$ cat config.mk
export PLATFORM = sky130hd
export DESIGN_NAME = kmul_mac_stage_flat
export DESIGN_NICKNAME = d
export VERILOG_FILES = /design/src/rtl/kmul_pkg.sv /design/src/rtl/kmul_mac_stage_if.sv /design/src/rtl/kmul_mac_stage.sv /design/src/flat_wrapper.sv
export SDC_FILE = /design/constraint.sdc
export NUM_CORES = 1
export LEC_CHECK = 0
export CAP_MARGIN = 20
export CORE_AREA = 2 2 169 105
export CTS_CLUSTER_SIZE = 24
export DETAILED_ROUTE_END_ITERATION = 7
export DIE_AREA = 0 0 171 107
export GPL_TIMING_DRIVEN = 1
export PLACE_DENSITY = 0.73
export SETUP_SLACK_MARGIN = 0.02
export SYNTH_ARGS = -nofsm -noshare
export SYNTH_HDL_FRONTEND = slang
export SYNTH_SLANG_ARGS = --single-unit
$ cat constraint.sdc
create_clock -name clk -period 2.81 [get_ports clk]
set_input_delay 0.4215 -clock clk [delete_from_list [all_inputs] [get_ports clk]]
set_output_delay 0.4215 -clock clk [all_outputs]
set_load 0.02 [all_outputs]
$ cat src/rtl/kmul_pkg.sv
// Shared types and constants for the Karatsuba multiply-accumulate slice.
package kmul_pkg;
  localparam int OP_W          = 16;
  localparam int PROD_W        = 32;
  localparam int ACC_W_DEF     = 40;
  localparam int MAX_TERMS_DEF = 256;

  // ST_DRAIN: last beat sits in the stage register; ST_HOLD: result waiting for out_ready
  typedef enum logic [1:0] {
    ST_ACCUM,
    ST_DRAIN,
    ST_HOLD
  } state_t;
endpackage

$ cat src/rtl/kmul_mac_stage_if.sv
// Operand-in / result-out stream bundle for kmul_mac_stage.
interface kmul_mac_stage_if
  import kmul_pkg::*;
#(
  parameter int ACC_W = ACC_W_DEF,
  parameter int CNT_W = 9
);
  logic              in_valid;
  logic              in_ready;
  logic [OP_W-1:0]   in_a;
  logic [OP_W-1:0]   in_b;
  logic              in_last;
  logic              out_valid;
  logic              out_ready;
  logic [ACC_W-1:0]  out_acc;
  logic [CNT_W-1:0]  out_count;
  logic              out_ovf;

  modport master (
    output in_valid, in_a, in_b, in_last, out_ready,
    input  in_ready, out_valid, out_acc, out_count, out_ovf
  );

  modport slave (
    input  in_valid, in_a, in_b, in_last, out_ready,
    output in_ready, out_valid, out_acc, out_count, out_ovf
  );
endinterface

$ cat src/rtl/kmul_mac_stage.sv
// Registers operands onto the external multiplier, sums products one cycle later and
// emits dot-product, term count and overflow at packet end.
module kmul_mac_stage
  import kmul_pkg::*;
#(
  parameter int ACC_W     = ACC_W_DEF,
  parameter int MAX_TERMS = MAX_TERMS_DEF,
  parameter int CNT_W     = 9
)(
  input  logic              clk,
  input  logic              rst,
  kmul_mac_stage_if.slave   s,
  output logic [OP_W-1:0]   mul_a,
  output logic [OP_W-1:0]   mul_b,
  input  logic [PROD_W-1:0] mul_prod
);
  localparam logic [CNT_W-1:0] LAST_IDX = CNT_W'(MAX_TERMS - 1);

  state_t           state;
  logic             stage_v;
  logic             stage_last;
  logic [ACC_W-1:0] acc;
  logic [CNT_W-1:0] cnt;
  logic [CNT_W-1:0] idx;
  logic             ovf;

  logic             out_valid_q;
  logic [ACC_W-1:0] out_acc_q;
  logic [CNT_W-1:0] out_count_q;
  logic             out_ovf_q;

  logic [ACC_W:0]   sum;
  logic             accept;
  logic             end_term;

  assign sum      = {1'b0, acc} + (ACC_W + 1)'(mul_prod);
  // ST_ACCUM is exactly !out_valid && !(stage_v && stage_last)
  assign s.in_ready = !rst && (state == ST_ACCUM);
  assign accept   = s.in_valid && s.in_ready;
  assign end_term = s.in_last || (idx == LAST_IDX);

  assign s.out_valid = out_valid_q;
  assign s.out_acc   = out_acc_q;
  assign s.out_count = out_count_q;
  assign s.out_ovf   = out_ovf_q;

  always_ff @(posedge clk) begin
    if (rst) begin
      state       <= ST_ACCUM;
      stage_v     <= 1'b0;
      stage_last  <= 1'b0;
      acc         <= '0;
      cnt         <= '0;
      idx         <= '0;
      ovf         <= 1'b0;
      mul_a       <= '0;
      mul_b       <= '0;
      out_valid_q <= 1'b0;
      out_acc_q   <= '0;
      out_count_q <= '0;
      out_ovf_q   <= 1'b0;
    end else begin
      case (state)
        ST_ACCUM: begin
          if (stage_v) begin
            acc <= sum[ACC_W-1:0];
            ovf <= ovf | sum[ACC_W];
            cnt <= cnt + CNT_W'(1);
          end
          if (accept) begin
            mul_a      <= s.in_a;
            mul_b      <= s.in_b;
            stage_v    <= 1'b1;
            stage_last <= end_term;
            idx        <= end_term ? '0 : idx + CNT_W'(1);
            if (end_term) state <= ST_DRAIN;
          end else begin
            stage_v <= 1'b0;
          end
        end
        ST_DRAIN: begin
          out_acc_q   <= sum[ACC_W-1:0];
          out_count_q <= cnt + CNT_W'(1);
          out_ovf_q   <= ovf | sum[ACC_W];
          out_valid_q <= 1'b1;
          acc         <= '0;
          cnt         <= '0;
          ovf         <= 1'b0;
          stage_v     <= 1'b0;
          stage_last  <= 1'b0;
          state       <= ST_HOLD;
        end
        ST_HOLD: begin
          if (s.out_ready) begin
            out_valid_q <= 1'b0;
            state       <= ST_ACCUM;
          end
        end
        default: state <= ST_ACCUM;
      endcase
    end
  end
endmodule
$ cat src/flat_wrapper.sv
// flat-port wrapper written by rule: the top's interface ports become plain ports
module kmul_mac_stage_flat import kmul_pkg::*;
#(
  parameter int ACC_W     = ACC_W_DEF,
  parameter int MAX_TERMS = MAX_TERMS_DEF,
  parameter int CNT_W     = 9
)
  (clk, rst, mul_a, mul_b, mul_prod, s_in_valid, s_in_a, s_in_b, s_in_last, s_out_ready, s_in_ready, s_out_valid, s_out_acc, s_out_count, s_out_ovf);
  kmul_mac_stage_if #(.ACC_W(ACC_W), .CNT_W(CNT_W)) s_i ();
  input  logic clk;
  input  logic rst;
  output logic [OP_W-1:0] mul_a;
  output logic [OP_W-1:0] mul_b;
  input  logic [PROD_W-1:0] mul_prod;
  input wire logic [$bits(s_i.in_valid)-1:0] s_in_valid;
  input wire logic [$bits(s_i.in_a)-1:0] s_in_a;
  input wire logic [$bits(s_i.in_b)-1:0] s_in_b;
  input wire logic [$bits(s_i.in_last)-1:0] s_in_last;
  input wire logic [$bits(s_i.out_ready)-1:0] s_out_ready;
  output wire logic [$bits(s_i.in_ready)-1:0] s_in_ready;
  output wire logic [$bits(s_i.out_valid)-1:0] s_out_valid;
  output wire logic [$bits(s_i.out_acc)-1:0] s_out_acc;
  output wire logic [$bits(s_i.out_count)-1:0] s_out_count;
  output wire logic [$bits(s_i.out_ovf)-1:0] s_out_ovf;
  assign s_i.in_valid = s_in_valid;
  assign s_i.in_a = s_in_a;
  assign s_i.in_b = s_in_b;
  assign s_i.in_last = s_in_last;
  assign s_i.out_ready = s_out_ready;
  assign s_in_ready = s_i.in_ready;
  assign s_out_valid = s_i.out_valid;
  assign s_out_acc = s_i.out_acc;
  assign s_out_count = s_i.out_count;
  assign s_out_ovf = s_i.out_ovf;
  kmul_mac_stage #(.ACC_W(ACC_W), .MAX_TERMS(MAX_TERMS), .CNT_W(CNT_W)) u_core (.clk(clk), .rst(rst), .s(s_i), .mul_a(mul_a), .mul_b(mul_b), .mul_prod(mul_prod));
endmodule
==> out/metrics.yaml, run 1 <==
post_drt_wl_per_cell_um: 16.2
synth_common_cells: "163 x nand2_1, 145 x dfxtp_1, 102 x a21oi_1, 78 x nor2_1, 44 x o21ai_0"
status: "finished, final reports clean"
clock_latency_ps: 430
stdcell_area_mm2: 0.0105
ant_nets: 0
hold_class: "in -> reg"
regToRegStartpoint: "u_core.acc[1]"
area_growth_pct: 41.6
worst-path-max-fanout: 8
die_h_um: 107
grt_pass1_wl_mm: 36.4
grt_usage_pct: 25.0
seq_area_frac_synth_pct: 39.0
cts_tree: "built"
power_mw: 5.72
multi_input_area_mm2: 0.00433
syn_avg_cell_area_um2: 8.01
slew_headroom_pct: 54.4
p_leak_nw: 4.10
cts.reportedPaths.clkPinSlew_ps: 70
setup.worst_path.class: "in -> reg"
viasPerCell: 5.41
core_mm2: 0.0168
drt-total-wl_mm: 22.6
min-delay-start: "rst"
fin_nets: 1249
antenna_found_initial: 0
critPathLaunch: "mul_prod[2]"
dp_cells: 1351
max_cap_viol_count: 0
clock_skew_ps: 17.2
first_pass_iters: 5
start_util_pct: 44.4
p_per_area_mw_per_mm2: 544
dp_worst_setup_slack_ps: -521
ys.warnings.count: 0
rsz0062_at_grt: "true"
n_antenna_cell: 0
synth_top_area_cell: "dfxtp_1"
regArea_mm2: 0.00291
r2r_setup_slack_ps: 130
synthCells: 928
synthMostInstantiatedCell: "nand2_1"
syn_area_mm2: 0.00744
ys_ff_latch: 145
synthDistinctLibCells: 73
fill_cells: 1482
stdcell_count: 1391
hold_viol: 0
drc: 0
utilization_pct: 62.8
io-pin-count: 153
grt_pass1_vias: 7093
fmax_ghz: 0.370
synthArstFlopShare_pct: 0
dieArea_mm2: 0.0183
cts_inserted_buffers: 17
timing.rr.end: "u_core.acc[35]"
fin_ws_ps: 107
slew_viol_final: 0
synth_top_cell_area_share_pct: 39.0
dr.first_iter.drc_count: 704
setup_violations: 0
rows: 37
vdd_ir_drop_max_v: 0.000343
ctsRootBufferMaster: "clkbuf_16"
hold_path_end: "u_core.s.out_acc[29]"
tightestPinTransition_ps: 684
cts.sinks: 145
synth_nets: 1033
synth_ff_type: "dfxtp_1"
crit_required_ps: 3120
hpwl_mm: 15.8
gp_congestion: 0.898
crit_path_end_kind: "flip-flop"
h-tree-depth: 4
whs_path_depth: 2
grt_remaining_overflow: 0
arrival_ps: 3010
final_layout_size_suffix_gt1_share_pct: 16.1
period_share_pct: 96.2
fin_crit_ps: 2700
ys_top_cells_by_area: "dfxtp_1 39%, nand2_1 8.2%, a21oi_1 6.9%, ha_1 5.9%, nor2_1 3.9%"
dpl_cell_area_mm2: 0.00971
critPathLaunchType: "input port"
dr_total_vias: 7524
worst-r2r-cell-count: 11
port-buffer-count: 152
grt_max_degree: 63
synth-edff-count: 0
cts_max_path_buffers: 2
die_w_um: 171
per-stage QoR:
stage	hold WS [ps]	TNS [ps]
2_1_floorplan	429	0
6_report	360	0
4_1_cts	348	0
3_3_place_gp	440	-17270
5_1_grt	375	-9.08
3_5_place_dp	448	-19410
how the worst max path moves through the flow:
stage | end | slack [ps] | cells after the start
detailed placement | u_core.acc[24] | -520 | 13
global route | u_core.acc[24] | -9 | 13
floorplan | u_core.s.out_acc[24] | 50 | 10
finish | u_core.acc[35] | 110 | 12
CTS | u_core.s.out_acc[14] | 30 | 11
global placement | u_core.s.out_acc[14] | -480 | 11
kinds of logic (layout without fill, tap and decap cells):
group	Yosys count	after routing	synth area share, %
AOI/OAI and AO/OA	263	263	22.7
xor gates and xnor gates	42	42	4.95
adders and majority gates	36	36	6.16
buffers and inverters	79	308	4.80
DFF	145	145	39.0
muxes	4	4	0.538
and+or+nand+nor	359	359	21.8
cells in the final DEF (no fill, tap or decap), drive strengths merged, types with 6 or more instances in the layout:
| cell | Yosys | layout |
|---|---|---|
| nor3 | 24 | 24 |
| a31oi | 8 | 8 |
| xor2 | 18 | 18 |
| a21o | 11 | 11 |
| a22oi | 24 | 24 |
| xnor2 | 24 | 24 |
| and3 | 10 | 10 |
| ha | 35 | 35 |
| nand2b | 6 | 6 |
| clkdlybuf4s50 | 0 | 149 |
| nand2 | 163 | 163 |
| o21ai | 48 | 48 |
| a211oi | 15 | 15 |
| nand3 | 32 | 32 |
| inv | 20 | 26 |
| nor2 | 78 | 78 |
| dfxtp | 145 | 145 |
| o21bai | 8 | 8 |
| clkinv | 0 | 9 |
| clkbuf | 44 | 17 |
| a22o | 7 | 7 |
| a21oi | 104 | 104 |
| nand4 | 9 | 9 |
| buf | 14 | 105 |
power breakdown:
part	leakage [nW]	internal [mW]	total [mW]	switching (mW)
sequential	1.18	2.15	2.21	0.0593
combinational	2.62	0.557	1.20	0.647
clock	0.298	1.21	2.31	1.10
total	4.10	3.92	5.72	1.81
metal layers:
layer | track usage (%) | vias to the layer above | routed length [um]
li1 | - | 3736 | -
met1 | 37.0 | 3513 | 11200
met2 | 34.9 | 258 | 9110
met3 | 8.45 | 17 | 2100
met4 | 4.66 | 0 | 153
met5 | 0 | - | 0
timing repair:
action | CTS | global route
gates resized for setup | 5 | 28
pin swaps | 4 | 21
endpoints found under the setup margin | 20 | 39
hold buffers | 0 | 0
buffers inserted | 3 | 5
flip-flops by register name, summed over array words and instances (netlist names):
signal and flops:
u_core.cnt 9, u_core.acc 40, u_core.state 2, u_core.s.out_acc 40, u_core.s.out_count 9, u_core.ovf 1
u_core.s.out_valid 1, u_core.stage_v 1, u_core.mul_b 16, u_core.mul_a 16, u_core.s.out_ovf 1, u_core.idx 9
final cells by class:
cell class | count | share of cell area [%]
clock inverters | 15 | 1.79
repair buffers | 256 | 22.0
inverters | 20 | 0.713
clock buffers | 17 | 4.04
flip-flops and latches | 145 | 27.6
well taps | 234 | 2.78
multi-input cells | 704 | 41.1
worst max-delay path: stages:
cell             delay [ps]
clkdlybuf4s50_1         430
ha_1                    220
a21o_1                  170
a21oi_2                 190
a2111oi_2                90
buf_4                   160
or4_4                   540
a31oi_4                 230
o22ai_4                 120
buf_12                  170
a31oi_4                 170
o21bai_1                100
Power figures use the tool's default switching activity.
==> inputs of run 2 (changes only) <==
--- a/config.mk
+++ b/config.mk
@@ -7,7 +7,7 @@
 export LEC_CHECK = 0
 export CAP_MARGIN = 20
 export CORE_AREA = 2 2 169 105
-export CTS_CLUSTER_SIZE = 24
+export CTS_CLUSTER_SIZE = 10
 export DETAILED_ROUTE_END_ITERATION = 7
 export DIE_AREA = 0 0 171 107
 export GPL_TIMING_DRIVEN = 1
==> constraint.sdc (replaced) <==
create_clock -name clk -period 2.81 [get_ports clk]
set_input_delay 0.4215 -clock clk [delete_from_list [all_inputs] [get_ports clk]]
set_output_delay 0.4215 -clock clk [all_outputs]
set_load 0.05 [all_outputs]
==> run 2 against run 1 <==
  * Critical path depth shrank 1
  * Worst hold slack gained 71 ps
  * Register-to-register slack lost 50 ps
  * Cell count grew 0.50%
  * Die area is the same
  * Power grew 2.9%
  * Highest routed layer unchanged
  * Fmax shrank 1.2%
  * Cell area grew 1.6%
  * Core utilization grew 1.0 points
  * Clock-buffer cell count is the same
  * Combinational power grew 14%
  * Via count grew 0.29%
==> out/metrics.yaml, run 2 (synthesized netlist as in run 1, its figures left out) <==
status: "finished, final reports clean"
drc: 0  # unchanged
stdcell_count: 1398  # +0.50%
core_mm2: 0.0168  # unchanged
vdd_ir_drop_max_v: 0.000316  # -7.8%
grt_pass1_vias: 7216  # +1.7%
slew_viol_final: 0  # unchanged
whs_ps: 432  # +71.4 ps
arrival_ps: 3090  # +80 ps
fin_tns_setup_ps: 0  # unchanged
power.switching_mw: 1.95  # +7.9%
utilization_pct: 63.8  # +1.0 points
fill_cells: 1399  # -5.6%
start_util_pct: 44.4  # unchanged
crit_path_end_kind: "flip-flop"
area_growth_pct: 43.8
dr_total_vias: 7546  # +0.29%
drt-total-wl_mm: 22.8  # +0.85%
die_h_um: 107  # unchanged
fin_crit_ps: 2740  # +32.3 ps
ant_nets: 0  # unchanged
cts_tree: "built"
setup.worst_path.class: "in -> reg"
post_drt_wl_per_cell_um: 16.3  # +0.35%
period_share_pct: 97.4  # +1.1 points
antenna_found_initial: 0  # unchanged
switching_share_pct: 33.1  # +1.5 points
rsz0062_at_grt: "true"
setup_violations: 0  # unchanged
dpl_cell_area_mm2: 0.00974  # +0.36%
hold_viol: 0  # unchanged
grt_remaining_overflow: 0  # unchanged
grt_usage_pct: 24.6  # -0.33 points
tightestPinTransition_ps: 694  # +10.6 ps
h-tree-depth: 4  # unchanged
pwr-share-clk_pct: 39.3  # -1.1 points
io-pin-count: 153  # unchanged
dp_cells: 1355  # +0.30%
slew_headroom_pct: 53.4  # -1.0 points
final_common_cell: "nand2_1"
ctsRootBufferMaster: "clkbuf_16"
viasPerCell: 5.40  # -0.21%
combPwrFrac_pct: 23.2  # +2.2 points
cts_max_path_buffers: 2  # unchanged
worst-path-max-fanout: 6  # -2
fin_ws_ps: 74.4  # -32.3 ps
critPathLaunchType: "input port"
hold_class: "in -> reg"
power_mw: 5.89  # +2.9%
p_per_area_mw_per_mm2: 551  # +1.3%
die_w_um: 171  # unchanged
final_layout_size_suffix_gt1_share_pct: 17.3  # +1.2 points
dr.first_iter.drc_count: 604  # -14%
grt_max_degree: 44  # -30%
first_pass_iters: 5  # unchanged
n_antenna_cell: 0  # unchanged
power_frac_seq_pct: 37.5  # -1.1 points
stdcell_area_mm2: 0.0107  # +1.6%
final_cell_mix: "163 x nand2_1, 147 x clkdlybuf4s50_1, 142 x dfxtp_1"
cts_hold_buf: 0  # unchanged
grt_pass1_wl_mm: 35.9  # -1.3%
p_leak_nw: 4.17  # +1.6%
gp_congestion: 0.868  # -3.3%
dp_worst_setup_slack_ps: -597  # -76.0 ps
fin_nets: 1256  # +0.56%
port-buffer-count: 152  # unchanged
crit_required_ps: 3170  # +50 ps
cts_inserted_buffers: 17  # unchanged
clock_skew_ps: 11.3  # -5.87 ps
dieArea_mm2: 0.0183  # unchanged
cts.sinks: 145  # unchanged
cts.reportedPaths.clkPinSlew_ps: 70  # about the same
rows: 37  # unchanged
hpwl_mm: 15.7  # -0.45%
internal_power_mw: 3.94  # +0.61%
clock_latency_ps: 430  # about the same
max_cap_viol_count: 0  # unchanged
fmax_ghz: 0.366  # -1.2%
## run 2: power by group through the flow
| stage | sequential (mW) | clock, mW | combinational (mW) |
|---|---|---|---|
| after floorplan | 2.42 | 0 | 0.581 |
| after global placement | 2.25 | 0 | 1.27 |
| after detailed placement | 2.25 | 0 | 1.28 |
| after CTS | 2.20 | 2.34 | 1.30 |
| after global routing | 2.22 | 2.43 | 1.47 |
| final | 2.21 | 2.31 | 1.37 |
## run 2: metal layers
layer / share of wire (%) / global-route usage (%) / wire, um
met5: 0 / 0 / 0
met4: 1.6 / 8.05 / 359
met3: 8.5 / 7.94 / 1930
met2: 40 / 34.0 / 9130
met1: 50 / 35.8 / 11400
## run 2: repair_timing
action,CTS,global route
endpoints found under the setup margin,32,39
setup buffers,3,8
pin swaps,11,18
gates cloned,0,0
resized for setup,7,40
## run 2: worst max-delay path, stage by stage
cell,delay (ps)
clkdlybuf4s50_1,510
ha_4,230
a21oi_2,130
o21ai_0,110
and2b_2,250
or4_4,510
a31oi_4,240
o22ai_4,140
buf_6,160
a211oi_2,240
o21bai_1,140
## run 2: final cells by class
class	count	area (um2)	share of cell area (%)
clock buffers	17	425	3.98
clock inverters	15	189	1.77
inverters	20	75.1	0.702
multi-input cells	704	4430	41.4
flip-flops and latches	145	2910	27.2
well taps	234	293	2.74
repair buffers	263	2370	22.2
## run 2: path summary, 6_finish.rpt
kind,from,endpoint,slack (ps),depth (start not counted)
max reg2reg,u_core.acc[1],u_core.acc[33],80,11
min,rst,u_core.cnt[1],430,2
min reg2reg,u_core.mul_b[2],u_core.mul_b[2],450,2
max,mul_prod[6],u_core.acc[33],70,11
